--- config.mk ---
export PLATFORM = sky130hd
export DESIGN_NAME = scr1_pipe_div
export DESIGN_NICKNAME = d
export VERILOG_FILES = /design/src/rtl/scr1_pipe_div.sv
export SDC_FILE = /design/constraint.sdc
export NUM_CORES = 1
export LEC_CHECK = 0
export ABC_AREA = 0
export BUFFER_PORTS_ARGS = -buffer_cell sky130_fd_sc_hd__buf_4
export CAP_MARGIN = 5
export CORE_MARGIN = 1.5
export CORE_UTILIZATION = 55
export DETAILED_ROUTE_END_ITERATION = 8
export HOLD_SLACK_MARGIN = 0.12
export PLACE_DENSITY = 0.75
export SYNTH_ARGS = -nofsm -noshare
export SYNTH_HDL_FRONTEND = slang
export SYNTH_SLANG_ARGS = --single-unit
--- constraint.sdc ---
create_clock -name clk -period 4.37 [get_ports clk]
set_input_delay 1.0925 -clock clk [delete_from_list [all_inputs] [get_ports clk]]
set_output_delay 1.0925 -clock clk [all_outputs]
set_load 0.02 [all_outputs]
--- src/rtl/scr1_pipe_div.sv ---
// scr1_pipe_div: 32-bit radix-2 restoring divider for DIV/DIVU/REM/REMU.
// It takes 32 iteration cycles, or a single cycle for a zero divisor when FAST_ZERO is set.
module scr1_pipe_div #(
    parameter bit FAST_ZERO = 1'b1
) (
    input  logic        clk,
    input  logic        rst_n,
    input  logic        exu2div_cmd_vd_i,
    input  logic [1:0]  exu2div_cmd_i,
    input  logic [31:0] exu2div_op1_i,
    input  logic [31:0] exu2div_op2_i,
    output logic        div2exu_res_rdy_o,
    output logic [31:0] div2exu_res_o
);
    typedef enum logic [1:0] {IDLE, ITER, DONE} state_t;
    state_t      state_q, state_d;
    logic [4:0]  cnt_q, cnt_d;
    logic [1:0]  cmd_q, cmd_d;
    logic [31:0] rem_q, rem_d, quot_q, quot_d, div_q, div_d;
    logic        s1_q, s1_d, s2_q, s2_d;
    logic        sgn_op, fast_zero;
    logic [31:0] abs1, abs2, quot_res, rem_res;
    logic [32:0] shifted;
    logic        ge;
    assign sgn_op    = ~exu2div_cmd_i[0];
    assign abs1      = (sgn_op & exu2div_op1_i[31]) ? -exu2div_op1_i : exu2div_op1_i;
    assign abs2      = (sgn_op & exu2div_op2_i[31]) ? -exu2div_op2_i : exu2div_op2_i;
    assign fast_zero = FAST_ZERO && (exu2div_op2_i == '0);
    // The remainder stays below the divisor, so one extra bit makes the compare exact
    assign shifted   = {rem_q, quot_q[31]};
    assign ge        = shifted >= {1'b0, div_q};
    always_ff @(posedge clk or negedge rst_n) begin
        if (!rst_n) state_q <= IDLE;
        else        state_q <= state_d;
    end
    always_comb begin
        state_d = state_q;
        case (state_q)
            IDLE:    state_d = exu2div_cmd_vd_i ? (fast_zero ? DONE : ITER) : IDLE;
            ITER:    state_d = !exu2div_cmd_vd_i ? IDLE : (cnt_q == '0 ? DONE : ITER);
            default: state_d = IDLE;
        endcase
    end
    always_comb begin
        cnt_d  = cnt_q;
        cmd_d  = cmd_q;
        rem_d  = rem_q;
        quot_d = quot_q;
        div_d  = div_q;
        s1_d   = s1_q;
        s2_d   = s2_q;
        if (state_q == IDLE && exu2div_cmd_vd_i) begin
            cmd_d  = exu2div_cmd_i;
            s1_d   = sgn_op & exu2div_op1_i[31];
            s2_d   = sgn_op & exu2div_op2_i[31];
            div_d  = abs2;
            cnt_d  = 5'd31;
            rem_d  = fast_zero ? abs1 : '0;
            quot_d = fast_zero ? '1 : abs1;
        end else if (state_q == ITER && exu2div_cmd_vd_i) begin
            cnt_d  = (cnt_q == '0) ? '0 : cnt_q - 5'd1;
            rem_d  = ge ? 32'(shifted - {1'b0, div_q}) : shifted[31:0];
            quot_d = {quot_q[30:0], ge};
        end
    end
    always_ff @(posedge clk or negedge rst_n) begin
        if (!rst_n) begin
            cnt_q  <= '0;
            cmd_q  <= '0;
            rem_q  <= '0;
            quot_q <= '0;
            div_q  <= '0;
            s1_q   <= 1'b0;
            s2_q   <= 1'b0;
        end else begin
            cnt_q  <= cnt_d;
            cmd_q  <= cmd_d;
            rem_q  <= rem_d;
            quot_q <= quot_d;
            div_q  <= div_d;
            s1_q   <= s1_d;
            s2_q   <= s2_d;
        end
    end
    // A zero divisor keeps the all-ones quotient; the remainder follows the dividend sign
    assign quot_res = ((s1_q ^ s2_q) && div_q != '0) ? -quot_q : quot_q;
    assign rem_res  = s1_q ? -rem_q : rem_q;
    always_comb begin
        div2exu_res_rdy_o = (state_q == DONE);
        div2exu_res_o     = !div2exu_res_rdy_o ? '0 : (cmd_q[1] ? rem_res : quot_res);
    end
endmodule

== Word-level counts from Yosys, hierarchy flattened ==
Cells that the tools add are included.

* Flip-flop bits (word level): 107
* Bits in latches: 0
* Memory bits (writable): 0
* Bits in read-only memories: 0
* Input bits: 69
* Output and inout bits: 33
* Word-level logic and storage cells: 50
* Memories kept: 0

* $add $sub $neg: 6
* Multiply operators: 0
* Div/mod/pow operators: 0
* Order comparisons: 1
* Equal/unequal tests: 2
* Shift operators: 0
* Muxes and demuxes: 21
* Bitwise gates (word level): 4
* Reduce and logical (&&, ||, !) cells: 8

{| class="wikitable"
|+ Operators with widths
! kind !! count
|-
| 32-bit two-way mux || 13
|-
| 32-bit negation || 4
|-
| 33-bit by 32-bit >= comparator with 1-bit output || 1
|-
| 32-bit zero test || 1
|-
| 32-bit nonzero test || 1
|-
| 32-bit subtractor || 1
|-
| 5-bit two-way mux || 3
|-
| 2-bit two-way mux || 4
|-
| 5-bit zero test || 1
|-
| 5-bit by 1-bit subtractor with 5-bit output (second input constant) || 1
|-
| 2-bit one-hot mux with 2 select lines || 1
|-
| 1-bit logical AND || 3
|-
| 1-bit bitwise AND || 2
|-
| 2-bit by 1-bit == test with 1-bit output (second input constant) || 1
|-
| 2-bit == test (second input constant) || 1
|-
| 2-bit zero test || 1
|-
| 2-bit nonzero test || 1
|-
| 1-bit NOT || 1
|-
| 1-bit bitwise XOR || 1
|}

== Logic depth before layout (Yosys ltp) ==
Gate-level depths: netlist (run 1).

* Depth in word-level cells: 5
* Depth in mapped cells: 13
* Mapped depth without buffers: 11

== Worst setup path after synthesis (run 1) ==
OpenSTA, ideal clock, no wires.

* Kind: register to output
* Start point: register quot_q[10]
* End point: output div2exu_res_o[29]
* Data arrival time: 3,258 ps
* Data required time: 3,278 ps
* Path slack: 19 ps
* Stages on the path, launching flop included: 9
* Path buffers: 0
* Cells stage by stage: dfrtp_1 > or4_4 > or3_4 > or3_4 > or4_4 > or4_4 > o41ai_4 > xnor2_1 > o22ai_1

* Cells in the longest elaborated chain, start to end: 4

{| class="wikitable"
|+ RTL lines
! element !! RTL line !! RTL
|-
| start, declared || 19 || <nowiki>logic [31:0] rem_q, rem_d, quot_q, quot_d, div_q, div_d;</nowiki>
|-
| start signal, assigned || 79 || <nowiki>quot_q <= quot_d;</nowiki>
|-
| 32-bit negation || 86 || <nowiki>assign quot_res = ((s1_q ^ s2_q) && div_q != '0) ? -quot_q : quot_q;</nowiki>
|-
| 32-bit two-way mux || 86 ||
|-
| 32-bit two-way mux (2 in series) || 90 || <nowiki>div2exu_res_o = !div2exu_res_rdy_o ? '0 : (cmd_q[1] ? rem_res : quot_res);</nowiki>
|-
| end, declared || 13 || <nowiki>output logic [31:0] div2exu_res_o</nowiki>
|}

Every way passes these cells.

== Worst setup path in the final report (run 1) ==
Same ends and word-level chain as after synthesis.

==> run_summary.xml, run 1 <==
<?xml version="1.0" encoding="UTF-8"?>
<metrics>
  <group name="outcome">
    <metric name="result_of_the_run" unit="">complete, but fails checks</metric>
    <metric name="violations" unit="">setup timing</metric>
  </group>
  <group name="logic_synthesis">
    <metric name="synth.top_cell.area_share" unit="%">27.6</metric>
    <metric name="asyncSetResetFlopFracSynth" unit="%">100</metric>
    <metric name="avgSynthCellArea" unit="um2">7.67</metric>
    <metric name="synth_common_cells" unit="">135 x sky130_fd_sc_hd__o21ai_0, 131 x sky130_fd_sc_hd__nand2_1, 106 x sky130_fd_sc_hd__dfrtp_1, 101 x sky130_fd_sc_hd__nor2_1, 89 x sky130_fd_sc_hd__a21oi_1</metric>
    <metric name="ys_dominant_reg_cell" unit="">sky130_fd_sc_hd__dfrtp_1</metric>
    <metric name="synth_enable_flop_cells" unit="">0</metric>
    <metric name="post-synth-top-area-cell" unit="">sky130_fd_sc_hd__dfrtp_1</metric>
    <metric name="postSynthRegisterBits" unit="">106</metric>
    <metric name="yosysSeqAreaShare" unit="%">27.6</metric>
    <metric name="netlist_top_cells_area" unit="">sky130_fd_sc_hd__dfrtp_1 28%, sky130_fd_sc_hd__xnor2_1 7.1%, sky130_fd_sc_hd__o21ai_0 7.0%, sky130_fd_sc_hd__xor2_1 5.7%, sky130_fd_sc_hd__nand2_1 5.1%</metric>
    <metric name="yosysMostFrequentCell" unit="">sky130_fd_sc_hd__o21ai_0</metric>
    <metric name="syn_area" unit="mm2">0.00961</metric>
    <metric name="yosys_warnings" unit="">0</metric>
    <metric name="ys_types" unit="">67</metric>
    <metric name="synth_cells" unit="">1252</metric>
    <metric name="postSynthNetCount" unit="">1359</metric>
  </group>
  <group name="cts">
    <metric name="clock_path_buffers" unit="">2</metric>
    <metric name="cts_sinks" unit="">106</metric>
    <metric name="tritoncts.num_buffers" unit="">9</metric>
    <metric name="cell_at_the_root_of_the_clock_tree" unit="">sky130_fd_sc_hd__clkbuf_16</metric>
    <metric name="clk_pin_slew" unit="ns">0.07</metric>
    <metric name="clock_latency" unit="ns">0.37</metric>
    <metric name="cts_hold_buffers" unit="">0</metric>
    <metric name="ctsHtreeMaxLevel" unit="">3</metric>
    <metric name="tritoncts" unit="">built</metric>
  </group>
  <group name="floorplan">
    <metric name="floorplan.die_area" unit="mm2">0.0183</metric>
    <metric name="rows" unit="">48</metric>
    <metric name="effective_utilization_at_floorplan" unit="%">55.9</metric>
    <metric name="die-width" unit="um">135</metric>
    <metric name="die_height" unit="um">135</metric>
    <metric name="num_io_pins" unit="">102</metric>
    <metric name="core_footprint" unit="mm2">0.0172</metric>
  </group>
  <group name="global_route">
    <metric name="grt_pass1_wl" unit="um">46200</metric>
    <metric name="first_global_vias" unit="">9013</metric>
    <metric name="initial_antenna_violation_count" unit="">0</metric>
    <metric name="grt_start_max_net_pins" unit="">76</metric>
    <metric name="grt.overflow.total" unit="">0</metric>
    <metric name="grt_use_total" unit="%">32.0</metric>
  </group>
  <group name="placement">
    <metric name="place.port_buffers" unit="">101</metric>
    <metric name="place.detailed.hpwl" unit="um">22000</metric>
    <metric name="gp_congestion" unit="">0.971</metric>
    <metric name="placedInstanceArea" unit="mm2">0.0107</metric>
    <metric name="placed_cells_incl_taps" unit="">1544</metric>
  </group>
  <group name="setup_path">
    <metric name="max_stage_delay" unit="ns">0.55</metric>
    <metric name="timing.critical_path.fanout_max" unit="">3</metric>
    <metric name="crit_path_end_kind" unit="">output pin</metric>
    <metric name="cp-start-kind" unit="">flop</metric>
    <metric name="timing.critical_path.max_delay_family" unit="">simple AND/OR/NAND/NOR gates</metric>
    <metric name="worst_path_most_repeated_cell" unit="">sky130_fd_sc_hd__or4_4</metric>
    <metric name="crit_path_cell_trace" unit="">or4_4 -&gt; or3_4 -&gt; or3_4 -&gt; or4_4 -&gt; or4_4 -&gt; o41ai_4 -&gt; xnor2_1 -&gt; o22ai_1 -&gt; buf_4</metric>
    <metric name="cpMaxStageDelayCell" unit="">sky130_fd_sc_hd__or4_4</metric>
    <metric name="cp_data_arrival_time" unit="ns">3.61</metric>
    <metric name="critPathRequiredTime" unit="ns">3.28</metric>
    <metric name="timing.setup.critical_path_class" unit="">reg -&gt; out</metric>
    <metric name="cp.buffers_inverters" unit="">1</metric>
  </group>
  <group name="power">
    <metric name="worst_ir_drop_vdd" unit="V">0.000297</metric>
    <metric name="powerDensity" unit="mW/mm2">575</metric>
    <metric name="power.leakage" unit="nW">4.61</metric>
    <metric name="post-layout-total-power" unit="mW">6.37</metric>
  </group>
  <group name="route">
    <metric name="dr.pass1.iters" unit="">6</metric>
    <metric name="post-route-drc-count" unit="">0</metric>
    <metric name="routed_wirelength" unit="um">28900</metric>
    <metric name="met2_wirelength" unit="um">12700</metric>
    <metric name="m1WireLength" unit="um">12800</metric>
    <metric name="route.met3.wl" unit="um">2710</metric>
    <metric name="detailedRoute.firstIterationViolations" unit="">916</metric>
    <metric name="postRouteAntennaNets" unit="">0</metric>
    <metric name="detailroute.via_count" unit="">9810</metric>
    <metric name="top_layer" unit="">met4</metric>
    <metric name="via_per_inst" unit="">6.27</metric>
    <metric name="wire_per_inst" unit="um">18.5</metric>
  </group>
  <group name="timing">
    <metric name="tns" unit="ns">-1.07</metric>
    <metric name="finalMaxSlewViolations" unit="">0</metric>
    <metric name="period_utilization_post_route" unit="%">108</metric>
    <metric name="min_period" unit="ns">4.70</metric>
    <metric name="clock.fmax" unit="MHz">213</metric>
    <metric name="tightest_slew" unit="ns">1.01</metric>
    <metric name="slew_headroom" unit="%">32.3</metric>
    <metric name="setup_repair_after_global_routing_missed_its_margin" unit="">true</metric>
    <metric name="final_setup_violations" unit="">5</metric>
    <metric name="worst_slack" unit="ns">-0.328</metric>
    <metric name="clock_skew" unit="ns">0.0135</metric>
    <metric name="hold_viol_final" unit="">0</metric>
  </group>
  <group name="finish">
    <metric name="drive_above_1_share" unit="%">14.0</metric>
    <metric name="area_delta_synth_final" unit="%">15.3</metric>
    <metric name="postLayoutCoreUtil" unit="%">64.5</metric>
    <metric name="n_fill_cell" unit="">1575</metric>
    <metric name="post-route-cell-area" unit="mm2">0.0111</metric>
    <metric name="final_nets" unit="">1441</metric>
    <metric name="n_antenna_cell" unit="">0</metric>
    <metric name="final_cells" unit="">1564</metric>
  </group>
  <group name="run">
    <metric name="drv_cap" unit="">0</metric>
  </group>
  <group name="min_path">
    <metric name="hold_path.class" unit="">reg -&gt; reg</metric>
  </group>
</metrics>
[cell type report]
cell class              count  area (um2)  share of cell area (%)
clock inverters             5        85.1                   0.768
multi-input cells        1013        6510                    58.8
repair buffers            142        1070                    9.66
clock buffers              11         243                    2.19
inverters                  62         233                    2.10
well taps                 225         282                    2.54
flip-flops and latches    106        2650                    23.9
[logic make-up (layout without fill, tap and decap cells)]
kind of cell	after synthesis	count (layout)	share of synthesized area, %
flip-flops	106	106	27.6
AO/OA/AOI/OAI	418	418	27.8
AND/OR/NAND/NOR	410	410	20.7
adder cells (fa/ha/maj)	38	38	5.03
buffers and inverters	133	220	5.41
multiplexers	6	6	0.625
XOR/XNOR	141	141	12.9
[through the flow]
stage	setup slack (ns)	hold slack [ns]
6_report	-0.328	0.504
3_3_place_gp	0.0824	0.486
5_1_grt	-0.421	0.541
3_5_place_dp	0.0491	0.495
2_1_floorplan	0.0190	0.470
4_1_cts	-0.330	0.511
[power by group]
part / switching, mW / internal, mW / leakage [nW]
logic: 2.18 / 1.55 / 3.17
clock network: 0.398 / 0.522 / 0.156
registers: 0.460 / 1.25 / 1.28
total: 3.04 / 3.32 / 4.61
[per-layer routing]
layer / GRT usage [%] / up-vias
met5: 0 / -
li1: - / 4745
met1: 45.0 / 4550
met3: 5.76 / 51
met2: 50.1 / 464
met4: 9.92 / 0
[registers in the layout (all words and copies together) (netlist names)]
name     cells
cmd_q        1
cnt_q        5
div_q       32
quot_q      32
rem_q       32
s1_q         1
s2_q         1
state_q      2
[placed cells by master (no fill, tap or decap), drive strengths merged, types with 34 or more instances in the layout]
| master | n |
|---|---|
| xor2 | 63 |
| o31ai | 34 |
| nor2 | 101 |
| inv | 62 |
| dfrtp | 106 |
| ha | 37 |
| nand2 | 131 |
| o21ai | 137 |
| xnor2 | 78 |
| a21oi | 89 |
| buf | 142 |
[worst register-to-register path: stages (launching register included)]
cell and delay, ns:
sky130_fd_sc_hd__dfrtp_1 0.49, sky130_fd_sc_hd__ha_1 0.46, sky130_fd_sc_hd__nand4_1 0.21, sky130_fd_sc_hd__nor3_1 0.22, sky130_fd_sc_hd__o31ai_1 0.11, sky130_fd_sc_hd__buf_4 0.16
sky130_fd_sc_hd__a2111oi_0 0.42, sky130_fd_sc_hd__buf_4 0.19, sky130_fd_sc_hd__o21ai_1 0.08, sky130_fd_sc_hd__and2_1 0.38, sky130_fd_sc_hd__buf_4 0.28, sky130_fd_sc_hd__a31o_2 0.26
sky130_fd_sc_hd__o22a_1 0.15
[what timing repair did]
item | in CTS | in global routing
resized for setup | 4 | 9
endpoints found under the setup margin | 5 | 8
pin swaps | 4 | 4
setup buffers | 3 | 1
[final timing paths]
check                      slack [ns]                     end              startpoint  depth (start not counted)
max                             -0.33       div2exu_res_o[29]  quot_q[10]$_DFFE_PN0P_                          9
min                              0.50   div_q[19]$_DFFE_PN0P_   div_q[19]$_DFFE_PN0P_                          2
max reg2reg                      0.86   rem_q[16]$_DFFE_PN0P_    rem_q[9]$_DFFE_PN0P_                         12
min reg2reg                      0.50   div_q[19]$_DFFE_PN0P_   div_q[19]$_DFFE_PN0P_                          2
max in group asynchronous        2.70  quot_q[10]$_DFFE_PN0P_                   rst_n                          2
min in group asynchronous        0.81  quot_q[27]$_DFFE_PN0P_                   rst_n                          1
(Power assumes the default switching activity.)
==> inputs of run 2 (changes only) <==
--- a/config.mk
+++ b/config.mk
@@ -10,9 +10,11 @@
 export CAP_MARGIN = 5
 export CORE_MARGIN = 1.5
 export CORE_UTILIZATION = 55
+export CTS_CLUSTER_SIZE = 24
 export DETAILED_ROUTE_END_ITERATION = 8
 export HOLD_SLACK_MARGIN = 0.12
 export PLACE_DENSITY = 0.75
+export SETUP_SLACK_MARGIN = 0.02
 export SYNTH_ARGS = -nofsm -noshare
 export SYNTH_HDL_FRONTEND = slang
 export SYNTH_SLANG_ARGS = --single-unit
==> run_summary.xml, run 2 (same netlist as run 1, synthesis figures left out) <==
<?xml version="1.0" encoding="UTF-8"?>
<metrics>
  <group name="route">
    <metric name="post-route-drc-count" unit="">0</metric>
    <metric name="dr.pass1.iters" unit="">5</metric>
    <metric name="detailedRoute.firstIterationViolations" unit="">880</metric>
    <metric name="detailroute.via_count" unit="">9723</metric>
    <metric name="postRouteAntennaNets" unit="">0</metric>
    <metric name="wire_per_inst" unit="um">18.5</metric>
    <metric name="routed_wirelength" unit="um">28800</metric>
    <metric name="via_per_inst" unit="">6.24</metric>
  </group>
  <group name="timing">
    <metric name="tightest_slew" unit="ns">1.10</metric>
    <metric name="setup_repair_after_global_routing_missed_its_margin" unit="">true</metric>
    <metric name="final_setup_violations" unit="">4</metric>
    <metric name="worst_slack" unit="ns">-0.350</metric>
    <metric name="finalMaxSlewViolations" unit="">0</metric>
    <metric name="period_utilization_post_route" unit="%">108</metric>
    <metric name="clock_skew" unit="ns">0.00767</metric>
    <metric name="hold_viol_final" unit="">0</metric>
    <metric name="clock.fmax" unit="MHz">212</metric>
    <metric name="tns" unit="ns">-1.10</metric>
    <metric name="slew_headroom" unit="%">26.8</metric>
    <metric name="worst_hold_slack" unit="ns">0.511</metric>
    <metric name="min_period" unit="ns">4.72</metric>
  </group>
  <group name="global_route">
    <metric name="grt.overflow.total" unit="">0</metric>
    <metric name="first_global_vias" unit="">8874</metric>
    <metric name="grt_use_total" unit="%">31.9</metric>
    <metric name="grt_pass1_wl" unit="um">45800</metric>
    <metric name="initial_antenna_violation_count" unit="">0</metric>
    <metric name="grt_start_max_net_pins" unit="">83</metric>
  </group>
  <group name="power">
    <metric name="power.leakage" unit="nW">4.56</metric>
    <metric name="post-layout-total-power" unit="mW">6.32</metric>
    <metric name="powerDensity" unit="mW/mm2">575</metric>
    <metric name="worst_ir_drop_vdd" unit="V">0.000288</metric>
  </group>
  <group name="finish">
    <metric name="final_cells" unit="">1559</metric>
    <metric name="drive_above_1_share" unit="%">13.6</metric>
    <metric name="final_nets" unit="">1436</metric>
    <metric name="n_antenna_cell" unit="">0</metric>
    <metric name="final_cell_mix" unit="">136 x sky130_fd_sc_hd__buf_4, 133 x sky130_fd_sc_hd__o21ai_0, 130 x sky130_fd_sc_hd__nand2_1, 106 x sky130_fd_sc_hd__dfrtp_1, 100 x sky130_fd_sc_hd__nor2_1</metric>
    <metric name="area_delta_synth_final" unit="%">14.5</metric>
    <metric name="layout.cells.most_common" unit="">sky130_fd_sc_hd__buf_4</metric>
    <metric name="layout_top_registers" unit="">div_q x32, quot_q x32, rem_q x32</metric>
    <metric name="post-route-cell-area" unit="mm2">0.0110</metric>
    <metric name="postLayoutCoreUtil" unit="%">64.0</metric>
  </group>
  <group name="cts">
    <metric name="tritoncts" unit="">built</metric>
    <metric name="tritoncts.num_buffers" unit="">9</metric>
    <metric name="clk_pin_slew" unit="ns">0.07</metric>
    <metric name="clock_latency" unit="ns">0.36</metric>
    <metric name="cts_sinks" unit="">106</metric>
    <metric name="cell_at_the_root_of_the_clock_tree" unit="">sky130_fd_sc_hd__clkbuf_16</metric>
    <metric name="ctsHtreeMaxLevel" unit="">3</metric>
    <metric name="clock_path_buffers" unit="">2</metric>
  </group>
  <group name="floorplan">
    <metric name="num_io_pins" unit="">102</metric>
    <metric name="floorplan.die_area" unit="mm2">0.0183</metric>
    <metric name="effective_utilization_at_floorplan" unit="%">55.9</metric>
    <metric name="die_height" unit="um">135</metric>
    <metric name="core_footprint" unit="mm2">0.0172</metric>
    <metric name="rows" unit="">48</metric>
    <metric name="die-width" unit="um">135</metric>
  </group>
  <group name="setup_path">
    <metric name="timing.setup.critical_path_class" unit="">reg -&gt; out</metric>
    <metric name="timing.critical_path.max_delay_family" unit="">simple AND/OR/NAND/NOR gates</metric>
    <metric name="critPathRequiredTime" unit="ns">3.28</metric>
    <metric name="timing.critical_path.fanout_max" unit="">4</metric>
    <metric name="cpMaxStageDelayCell" unit="">sky130_fd_sc_hd__or4_4</metric>
    <metric name="cp.buffers_inverters" unit="">1</metric>
    <metric name="max_stage_delay" unit="ns">0.55</metric>
    <metric name="cp-start-kind" unit="">flop</metric>
    <metric name="crit_path_cell_trace" unit="">or4_4 -&gt; or3_4 -&gt; or3_4 -&gt; or4_4 -&gt; or4_4 -&gt; o41ai_4 -&gt; xnor2_1 -&gt; o22ai_2 -&gt; buf_6</metric>
    <metric name="cp_data_arrival_time" unit="ns">3.63</metric>
    <metric name="crit_path_end_kind" unit="">output pin</metric>
    <metric name="worst_path_most_repeated_cell" unit="">sky130_fd_sc_hd__or4_4</metric>
  </group>
  <group name="placement">
    <metric name="place.port_buffers" unit="">101</metric>
    <metric name="placed_cells_incl_taps" unit="">1541</metric>
    <metric name="placedInstanceArea" unit="mm2">0.0106</metric>
    <metric name="gp_congestion" unit="">0.962</metric>
    <metric name="place_worst_setup_slack" unit="ns">0.0266</metric>
    <metric name="place.detailed.hpwl" unit="um">21800</metric>
  </group>
  <group name="outcome">
    <metric name="result_of_the_run" unit="">complete, but fails checks</metric>
    <metric name="violations" unit="">setup timing</metric>
  </group>
  <group name="min_path">
    <metric name="hold_path.class" unit="">reg -&gt; reg</metric>
  </group>
  <group name="run">
    <metric name="drv_cap" unit="">0</metric>
  </group>
</metrics>
[run 2: changes by cell type in the layout (fill, tap and decap cells not counted), moves of 2 or more]
cell,before,now
sky130_fd_sc_hd__buf_4,141,136
sky130_fd_sc_hd__clkinv_2,0,2
sky130_fd_sc_hd__o21ai_1,2,4
sky130_fd_sc_hd__o31ai_1,31,33
[run 2: cell type report]
class | count | area (um2)
clock inverter | 4 | 48.8
tap | 225 | 282
sequential | 106 | 2650
inverter | 62 | 233
timing repair buffer | 137 | 1030
fill | 1596 | 6180
multi-input combinational | 1013 | 6490
clock buffer | 12 | 256
[run 2: path summary, 6_finish.rpt]
path	startpoint	slack, ns	to	depth (start not counted)
min in group asynchronous	rst_n	0.92	quot_q[28]$_DFFE_PN0P_	1
worst max register to register	rem_q[9]$_DFFE_PN0P_	0.61	rem_q[6]$_DFFE_PN0P_	11
max in group asynchronous	rst_n	2.49	div_q[0]$_DFFE_PN0P_	2
worst max-delay path	quot_q[10]$_DFFE_PN0P_	-0.35	div2exu_res_o[29]	9
worst min-delay path	div_q[13]$_DFFE_PN0P_	0.51	div_q[13]$_DFFE_PN0P_	2
worst min register to register	div_q[13]$_DFFE_PN0P_	0.51	div_q[13]$_DFFE_PN0P_	2
[run 2: worst min-delay path, cell delays in order (launching register included)]
cell                      delay [ns]
sky130_fd_sc_hd__dfrtp_1        0.36
sky130_fd_sc_hd__nand2_1        0.06
sky130_fd_sc_hd__o21ai_0        0.06
[run 2: per-layer routing]
metal | share of wire, % | vias to the layer above | routed length, um | track usage, %
met2 | 45 | 410 | 12800 | 50.6
li1 | - | 4717 | - | -
met1 | 45 | 4550 | 13000 | 44.6
met4 | 2.2 | 0 | 627 | 9.80
met5 | 0 | - | 0 | 0
met3 | 8.0 | 46 | 2320 | 5.46
[run 2: report_power, final]
group	switching, mW	total, mW	internal (mW)	leakage (nW)
Sequential	0.452	1.71	1.25	1.28
Clock	0.393	0.870	0.477	0.153
Combinational	2.20	3.75	1.55	3.13
Total	3.04	6.32	3.28	4.56
[run 2: what timing repair did]
action | 4_1_cts | 5_1_grt
gates resized for setup | 2 | 7
setup endpoints to repair | 4 | 9
buffers inserted | 1 | 1
hold buffers | 0 | 0
pin swaps | 1 | 1
==> inputs of run 3 (changes only) <==
--- a/config.mk
+++ b/config.mk
@@ -10,11 +10,13 @@
 export CAP_MARGIN = 5
 export CORE_MARGIN = 1.5
 export CORE_UTILIZATION = 55
+export CTS_BUF_LIST = sky130_fd_sc_hd__clkbuf_8
 export CTS_CLUSTER_SIZE = 24
 export DETAILED_ROUTE_END_ITERATION = 8
 export HOLD_SLACK_MARGIN = 0.12
 export PLACE_DENSITY = 0.75
 export SETUP_SLACK_MARGIN = 0.02
+export SKIP_LAST_GASP = 1
 export SYNTH_ARGS = -nofsm -noshare
 export SYNTH_HDL_FRONTEND = slang
 export SYNTH_SLANG_ARGS = --single-unit
==> run_summary.xml, run 3 (same netlist as run 1, synthesis figures left out) <==
<?xml version="1.0" encoding="UTF-8"?>
<metrics>
  <group name="outcome">
    <metric name="result_of_the_run" unit="">complete, but fails checks</metric>
    <metric name="violations" unit="">setup timing</metric>
  </group>
  <group name="power">
    <metric name="pwr-share-clk" unit="%">10.9</metric>
    <metric name="internal_power" unit="mW">3.10</metric>
    <metric name="p_sw" unit="mW">3.02</metric>
    <metric name="seq_power_share" unit="%">27.8</metric>
    <metric name="power.leakage" unit="nW">4.53</metric>
    <metric name="netSwitchingFraction" unit="%">49.4</metric>
    <metric name="part_of_the_power_in_combinational_logic" unit="%">61.3</metric>
    <metric name="powerDensity" unit="mW/mm2">561</metric>
    <metric name="worst_ir_drop_vdd" unit="V">0.000231</metric>
  </group>
  <group name="floorplan">
    <metric name="die-width" unit="um">135</metric>
    <metric name="core_footprint" unit="mm2">0.0172</metric>
    <metric name="num_io_pins" unit="">102</metric>
    <metric name="die_height" unit="um">135</metric>
    <metric name="rows" unit="">48</metric>
    <metric name="effective_utilization_at_floorplan" unit="%">55.9</metric>
    <metric name="floorplan.die_area" unit="mm2">0.0183</metric>
  </group>
  <group name="finish">
    <metric name="n_antenna_cell" unit="">0</metric>
    <metric name="area_delta_synth_final" unit="%">13.6</metric>
    <metric name="postLayoutCoreUtil" unit="%">63.5</metric>
    <metric name="multi_input_comb_area" unit="mm2">0.00651</metric>
    <metric name="final_nets" unit="">1436</metric>
    <metric name="drive_above_1_share" unit="%">13.8</metric>
    <metric name="layout.cells.most_common" unit="">sky130_fd_sc_hd__buf_4</metric>
    <metric name="final_cell_mix" unit="">136 x sky130_fd_sc_hd__buf_4, 133 x sky130_fd_sc_hd__o21ai_0, 130 x sky130_fd_sc_hd__nand2_1, 106 x sky130_fd_sc_hd__dfrtp_1, 100 x sky130_fd_sc_hd__nor2_1</metric>
    <metric name="layout_top_registers" unit="">div_q x32, quot_q x32, rem_q x32</metric>
    <metric name="final_cells" unit="">1559</metric>
    <metric name="layout.area.seq" unit="mm2">0.00265</metric>
    <metric name="n_fill_cell" unit="">1611</metric>
  </group>
  <group name="route">
    <metric name="via_per_inst" unit="">6.20</metric>
    <metric name="detailedRoute.firstIterationViolations" unit="">905</metric>
    <metric name="detailroute.via_count" unit="">9665</metric>
    <metric name="wire_per_inst" unit="um">18.5</metric>
    <metric name="postRouteAntennaNets" unit="">0</metric>
    <metric name="post-route-drc-count" unit="">0</metric>
    <metric name="routed_wirelength" unit="um">28800</metric>
    <metric name="dr.pass1.iters" unit="">5</metric>
  </group>
  <group name="timing">
    <metric name="final_setup_violations" unit="">4</metric>
    <metric name="finalMaxSlewViolations" unit="">0</metric>
    <metric name="clock.fmax" unit="MHz">209</metric>
    <metric name="slew_headroom" unit="%">26.5</metric>
    <metric name="period_utilization_post_route" unit="%">109</metric>
    <metric name="tightest_slew" unit="ns">1.10</metric>
    <metric name="clock_skew" unit="ns">0.0115</metric>
    <metric name="min_period" unit="ns">4.78</metric>
    <metric name="setup_repair_after_global_routing_missed_its_margin" unit="">true</metric>
    <metric name="hold_viol_final" unit="">0</metric>
    <metric name="worst_hold_slack" unit="ns">0.516</metric>
    <metric name="tns" unit="ns">-1.29</metric>
    <metric name="worst_slack" unit="ns">-0.406</metric>
  </group>
  <group name="setup_path">
    <metric name="setup.worst_path.end" unit="">div2exu_res_o[29]</metric>
    <metric name="timing.setup.critical_path_class" unit="">reg -&gt; out</metric>
    <metric name="cp_data_arrival_time" unit="ns">3.68</metric>
    <metric name="ff2ff_path_depth" unit="">11</metric>
    <metric name="critPathRequiredTime" unit="ns">3.28</metric>
    <metric name="worstReg2RegStart" unit="">rem_q[9]$_DFFE_PN0P_</metric>
    <metric name="crit_path_end_kind" unit="">output pin</metric>
    <metric name="reg2reg_setup_slack" unit="ns">0.62</metric>
    <metric name="crit_path_start" unit="">quot_q[10]$_DFFE_PN0P_</metric>
    <metric name="cp-start-kind" unit="">flop</metric>
    <metric name="r2r_end" unit="">rem_q[6]$_DFFE_PN0P_</metric>
    <metric name="timing.critical_path.fanout_max" unit="">4</metric>
  </group>
  <group name="global_route">
    <metric name="initial_antenna_violation_count" unit="">0</metric>
    <metric name="grt_start_max_net_pins" unit="">83</metric>
    <metric name="grt.overflow.total" unit="">0</metric>
    <metric name="grt_use_total" unit="%">31.8</metric>
    <metric name="grt_pass1_wl" unit="um">45700</metric>
    <metric name="first_global_vias" unit="">8846</metric>
  </group>
  <group name="run">
    <metric name="drv_cap" unit="">0</metric>
  </group>
  <group name="cts">
    <metric name="clk_pin_slew" unit="ns">0.11</metric>
    <metric name="ctsHtreeMaxLevel" unit="">3</metric>
    <metric name="tritoncts" unit="">built</metric>
    <metric name="tritoncts.num_buffers" unit="">9</metric>
    <metric name="clock_latency" unit="ns">0.40</metric>
    <metric name="clock_path_buffers" unit="">2</metric>
    <metric name="cts_sinks" unit="">106</metric>
    <metric name="cell_at_the_root_of_the_clock_tree" unit="">sky130_fd_sc_hd__clkbuf_8</metric>
  </group>
  <group name="min_path">
    <metric name="hold_path.class" unit="">reg -&gt; reg</metric>
  </group>
  <group name="placement">
    <metric name="place_worst_setup_slack" unit="ns">0.0266</metric>
    <metric name="placed_cells_incl_taps" unit="">1541</metric>
    <metric name="place.port_buffers" unit="">101</metric>
    <metric name="place.detailed.hpwl" unit="um">21800</metric>
    <metric name="gp_congestion" unit="">0.962</metric>
  </group>
</metrics>
==> run 3: power groups by stage <==
stage / Combinational (mW) / Sequential [mW] / Clock [mW]
after global placement: 3.57 / 1.68 / 0
final: 3.75 / 1.70 / 0.667
after CTS: 3.66 / 1.68 / 0.673
after floorplan: 2.80 / 1.55 / 0
after detailed placement: 3.62 / 1.70 / 0
after global routing: 4.14 / 1.75 / 0.699
==> run 3: per-layer routing <==
layer / share of wire [%] / track usage, %
met1: 46 / 45.1
met2: 45 / 50.3
met3: 7.5 / 4.56
met4: 2.0 / 9.62
met5: 0 / 0
==> run 3: cell type report <==
cell class / instances / share of cell area (%)
multi-input combinational: 1013 / 59.7
sequential: 106 / 24.3
clock buffer: 11 / 1.39
tap: 225 / 2.58
clock inverter: 5 / 0.482
inverter: 62 / 2.13
timing repair buffer: 137 / 9.46
==> run 3: critical path: stages, from the launching register on <==
cell and delay (ns):
sky130_fd_sc_hd__dfrtp_1 0.40, sky130_fd_sc_hd__or4_4 0.55, sky130_fd_sc_hd__or3_4 0.34, sky130_fd_sc_hd__or3_4 0.42, sky130_fd_sc_hd__or4_4 0.43, sky130_fd_sc_hd__or4_4 0.48, sky130_fd_sc_hd__o41ai_4 0.23, sky130_fd_sc_hd__xnor2_1 0.13
sky130_fd_sc_hd__o22ai_2 0.16, sky130_fd_sc_hd__buf_6 0.14
==> run 3: timing repair <==
action / 4_1_cts / 5_1_grt
gates resized for setup: 5 / 7
setup buffers: 1 / 1
pin swaps: 1 / 1
hold buffers: 0 / 0
setup endpoints to repair: 6 / 10
==> run 3: how the worst min path moves through the flow <==
stage,slack [ns],end,cells after the start,from
floorplan,0.47,s2_q$_DFFE_PN0P_,2,s2_q$_DFFE_PN0P_
global placement,0.49,div_q[22]$_DFFE_PN0P_,2,div_q[22]$_DFFE_PN0P_
detailed placement,0.50,div_q[19]$_DFFE_PN0P_,2,div_q[19]$_DFFE_PN0P_
CTS,0.52,div_q[19]$_DFFE_PN0P_,2,div_q[19]$_DFFE_PN0P_
global route,0.55,div_q[13]$_DFFE_PN0P_,2,div_q[13]$_DFFE_PN0P_
finish,0.52,div_q[15]$_DFFE_PN0P_,2,div_q[15]$_DFFE_PN0P_
==> run 3: stage by stage <==
| step | instance area, um2 | power, mW |
|---|---|---|
| floorplan | 9610 | 4.36 |
| global placement | 10600 | 5.25 |
| detailed placement | 10600 | 5.31 |
| CTS | 10900 | 6.01 |
| global route | 10900 | 6.58 |
| finish | 10900 | 6.12 |
